**src/rtl/jtag_bscan_tap_ice1f.sv**
```systemverilog
// IEEE 1149.1 TAP controller driving the right/bottom I/O column boundary-scan chain.
// Owns the IR, bypass and IDCODE registers, and muxes the chain tail onto tdo.
module jtag_bscan_tap_ice1f #(
  parameter logic [31:0] IDCODE = 32'h1100_0043
) (
  input  logic tclk,
  input  logic trstb,
  input  logic tms,
  input  logic tdi,
  output logic tdo,
  output logic tdo_en,
  output logic sdi,
  input  logic sdo,
  output logic shift,
  output logic update,
  output logic bs_en,
  output logic hiz_b,
  output logic mode
);

  typedef enum logic [3:0] {
    TLR, RTI, SEL_DR, CAP_DR, SH_DR, EX1_DR, PAUSE_DR, EX2_DR, UPD_DR,
    SEL_IR, CAP_IR, SH_IR, EX1_IR, PAUSE_IR, EX2_IR, UPD_IR
  } tap_state_t;

  localparam logic [3:0] IR_EXTEST = 4'h0;
  localparam logic [3:0] IR_SAMPLE = 4'h1;
  localparam logic [3:0] IR_HIGHZ  = 4'h7;
  localparam logic [3:0] IR_IDCODE = 4'hE;

  tap_state_t  state, next_state;
  logic [3:0]  ir_shift, ir_active;
  logic [31:0] id_reg;
  logic        bypass_reg;
  logic        chain_sel, id_sel, dr_tdo;

  always_ff @(posedge tclk or negedge trstb) begin
    if (!trstb) state <= TLR;
    else        state <= next_state;
  end

  always_comb begin
    next_state = state;
    unique case (state)
      TLR:      next_state = tms ? TLR      : RTI;
      RTI:      next_state = tms ? SEL_DR   : RTI;
      SEL_DR:   next_state = tms ? SEL_IR   : CAP_DR;
      CAP_DR:   next_state = tms ? EX1_DR   : SH_DR;
      SH_DR:    next_state = tms ? EX1_DR   : SH_DR;
      EX1_DR:   next_state = tms ? UPD_DR   : PAUSE_DR;
      PAUSE_DR: next_state = tms ? EX2_DR   : PAUSE_DR;
      EX2_DR:   next_state = tms ? UPD_DR   : SH_DR;
      UPD_DR:   next_state = tms ? SEL_DR   : RTI;
      SEL_IR:   next_state = tms ? TLR      : CAP_IR;
      CAP_IR:   next_state = tms ? EX1_IR   : SH_IR;
      SH_IR:    next_state = tms ? EX1_IR   : SH_IR;
      EX1_IR:   next_state = tms ? UPD_IR   : PAUSE_IR;
      PAUSE_IR: next_state = tms ? EX2_IR   : PAUSE_IR;
      EX2_IR:   next_state = tms ? UPD_IR   : SH_IR;
      UPD_IR:   next_state = tms ? SEL_DR   : RTI;
      default:  next_state = TLR;
    endcase
  end

  // Unlisted instruction codes fall through to the bypass path.
  assign chain_sel = (ir_active == IR_EXTEST) || (ir_active == IR_SAMPLE);
  assign id_sel    = (ir_active == IR_IDCODE);
  assign dr_tdo    = chain_sel ? sdo : (id_sel ? id_reg[0] : bypass_reg);

  assign sdi    = tdi;
  assign shift  = (state == SH_DR)  && chain_sel;
  assign update = (state == UPD_DR) && chain_sel;

  always_ff @(posedge tclk or negedge trstb) begin
    if (!trstb) begin
      ir_shift   <= 4'b0101;
      ir_active  <= IR_IDCODE;
      id_reg     <= IDCODE;
      bypass_reg <= 1'b0;
    end else begin
      case (state)
        CAP_IR: ir_shift  <= 4'b0101;
        SH_IR:  ir_shift  <= {tdi, ir_shift[3:1]};
        UPD_IR: ir_active <= ir_shift;
        TLR:    ir_active <= IR_IDCODE;
        CAP_DR: begin
          id_reg     <= IDCODE;
          bypass_reg <= 1'b0;
        end
        SH_DR: begin
          id_reg     <= {tdi, id_reg[31:1]};
          bypass_reg <= tdi;
        end
        default: ;
      endcase
    end
  end

  // Pad controls lag the active IR by one edge so they never glitch.
  always_ff @(posedge tclk or negedge trstb) begin
    if (!trstb) begin
      bs_en <= 1'b0;
      hiz_b <= 1'b1;
      mode  <= 1'b0;
    end else begin
      bs_en <= (ir_active == IR_EXTEST);
      hiz_b <= (ir_active != IR_HIGHZ);
      mode  <= chain_sel;
    end
  end

  always_ff @(negedge tclk or negedge trstb) begin
    if (!trstb) begin
      tdo    <= 1'b0;
      tdo_en <= 1'b0;
    end else begin
      tdo_en <= (state == SH_DR) || (state == SH_IR);
      if (state == SH_DR)      tdo <= dr_tdo;
      else if (state == SH_IR) tdo <= ir_shift[0];
    end
  end

endmodule

```
**config.mk**
```make
export PLATFORM = sky130hd
export DESIGN_NAME = jtag_bscan_tap_ice1f
export DESIGN_NICKNAME = d
export VERILOG_FILES = /design/src/rtl/jtag_bscan_tap_ice1f.sv
export SDC_FILE = /design/constraint.sdc
export NUM_CORES = 1
export LEC_CHECK = 0
export CORE_AREA = 5 5 69 71
export CTS_CLUSTER_SIZE = 20
export DETAILED_ROUTE_END_ITERATION = 12
export DIE_AREA = 0 0 74 76
export PLACE_DENSITY = 0.72
export RECOVER_POWER = 50
export REMOVE_ABC_BUFFERS = 1
export SYNTH_ARGS = -nofsm -noshare
export SYNTH_HDL_FRONTEND = slang
export SYNTH_SLANG_ARGS = --single-unit
```
**constraint.sdc**
```tcl
create_clock -name tclk -period 3.4 [get_ports tclk]
set_input_delay 0.34 -clock tclk [delete_from_list [all_inputs] [get_ports tclk]]
set_output_delay 0.34 -clock tclk [all_outputs]
set_load 0.005 [all_outputs]
```
==> flow_summary.toml <==
[worst_setup_path]
crit_slowest_cell = "clkdlybuf4s50_1"
path_max_fanout = 3
critical_path_class = "reg2out"
cp-end-kind = "output port"
crit_family = "buffers and inverters"
slowest_delay_ns = 0.52
cp.arrival_ns = 2.97
critPathRequiredTime_ns = 3.06
path_cells = "clkdlybuf4s50_1"
path_buf_inv = 1
startpoint_type = "flip-flop"
reg2reg_from = "state[0]"
setup.worst_path.start = "tdo"

[final_layout]
area_delta_synth_final_pct = 8.85
fin_util = 0.553
largest_register_ffs = 32
nets = 196
drive_gt1_frac = 0.130
instances_no_fill = 244
antennaDiodeCount = 0

[yosys]
ys_types = 38
avgSynthCellArea_sq_um = 11.7
synth_top_cell_by_area = "dfrtp_1"
yosysSeqAreaShare = 0.585
synth_seq_cells = 49
synthCells = 181
synth_warnings = 0
synth_top_area_share = 0.425
synthArstFlopShare = 1.00
synthesis.area_sq_um = 2120
synth.area.top_cells = "dfrtp_1 42%, dfstp_2 14%, a22o_1 11%"
yosys_most_used_dff = "dfrtp_1"
synth_edf_count = 0

[place]
placed_cells = 236
gp_congestion = 0.868
dp_hpwl_um = 2890
place_ws_ns = 0.372
portBuffers = 12

[power]
pwr-share-seq = 0.506
switchingPower_w = 0.000674
power_frac_clock = 0.180
peakVddDrop_uv = 438
leakage_nw = 1.04
powerDensity_nw_per_um2 = 806
power_w = 0.00186
swShare = 0.362
comb_power_share = 0.314
p_int_w = 0.00119

[global_routing]
grt_max_degree = 48
grt_overflow_total = 0
grt_antenna_before_repair = 0
grt_pass1_wl_um = 7350
grt_pass1_vias = 1504
gr-usage-all-layers = 0.164

[routing]
routedWlPerCell_um = 17.2
drc = 0
via_per_inst = 5.91
wl_um = 4210
dr.pass1.iters = 5
ant_nets = 0
drtIter0Drc = 85
vias = 1442

[cts]
h-tree-depth = 2
cts_setup_buffers = 0
cts_buffers = 5
clkLatencyLatePin_ns = 0.30
cts.clk_slew.worst_paths_ns = 0.08
clkSinkCount = 49
cts_tree = "yes"
clk_path_buf_depth = 2
root_buffer = "clkbuf_8"
cts_hold_buf = 0
cts_resized = 0

[floorplan]
die_x_um = 74
core-area_sq_um = 4170
rows = 24
initial_core_util = 0.508
die_h_um = 76
die_area_sq_um = 5620
ios = 13

[timing]
maxSlewHeadroom = -0.628
drv_slew = 48
tightest_slew_ns = 2.44
finalHoldViolCount = 0
rsz0062_at_grt = "false"
setup_viol = 0
finClkSkew_ns = 0.00717
finalWorstSetupSlack_ns = 0.0894

[hold_path]
hp-start = "ir_shift[0]"
hold_class = "reg2reg"

[outcome]
status = "finished with violations"
violations = "max-capacitance violations, max-slew violations"

[run]
max-cap-violations = 1
[Yosys cell counts, types with 3 or more instances]
cell type and n:
a21oi_1 9, a22o_1 27, a22oi_1 3, buf_2 3, buf_6 7, dfrtp_1 36, dfstp_2 11, inv_1 7
nand2_1 13, nand3_1 4, nor2_1 10, nor3_1 3, o21ai_0 11, o22a_1 5, or3_1 4
[power groups by stage]
stage | Sequential (W) | Combinational [W] | Clock [W]
6_report | 0.000941 | 0.000584 | 0.000335
5_1_grt | 0.000970 | 0.000655 | 0.000378
4_1_cts | 0.000942 | 0.000593 | 0.000347
3_5_place_dp | 0.000954 | 0.000587 | 0
3_3_place_gp | 0.000941 | 0.000551 | 0
2_1_floorplan | 0.000915 | 0.000408 | 0
[per-stage QoR]
| stage | TNS, ns | hold WS, ns | cell area [sq um] |
|---|---|---|---|
| after floorplan | -0.107 | 0.0444 | 2000 |
| final | 0 | 0.499 | 2310 |
| after global routing | 0 | 0.527 | 2310 |
| after CTS | 0 | 0.216 | 2310 |
| after detailed placement | 0 | 0.482 | 2220 |
| after global placement | 0 | 0.483 | 2220 |
[layer usage]
metal,vias to the layer above,global-route usage,part of all wire
li1,678,-,-
met2,26,0.262,0.51
met1,734,0.220,0.45
met3,4,0.0383,0.031
met4,0,0.0489,0.0086
met5,-,0,0
[kinds of logic after synthesis]
kind of cell,after synthesis,share of synthesized area
flops,49,0.585
simple gates,44,0.110
xor+xnor,1,0.00413
buf+inv,21,0.0673
compound gates,66,0.234
[final timing paths]
path                               end  slack, ns  cells past startpoint
min                        ir_shift[0]       0.50                      2
min in group asynchronous   id_reg[15]       1.05                      2
max                                tdo       0.09                      1
max reg2reg                        tdo       0.36                      3
min reg2reg                ir_shift[0]       0.50                      2
max in group asynchronous         mode       0.97                      2
[cell usage in the layout, fill, tap and decap left out, types with 2 or more instances in the layout]
cell             Yosys  routed
dfrtp_1             36      36
a22o_1              27      27
nand2_1             13      13
o21ai_0             11      11
nor2_1              10      10
dfstp_2             11      10
a21oi_1              9       9
clkdlybuf4s50_1      0       9
inv_1                7       7
o22a_1               5       5
clkbuf_8             0       5
nand3_1              4       4
or3_1                4       4
buf_4                2       4
nor3_1               3       3
a22oi_1              3       3
clkinvlp_4           0       3
nor2b_1              2       2
o31a_1               2       2
clkbuf_1             2       2
dlygate4sd3_1        0       2
dfrtn_1              2       2
[area by class of cell]
type	count	area (sq um)
multi-input combinational	111	738
clock buffer	5	68.8
timing repair buffer	17	148
fill	372	1870
clock inverter	3	22.5
sequential	49	1240
tap	52	65.1
inverter	7	26.3
(Power assumes the default switching activity.)
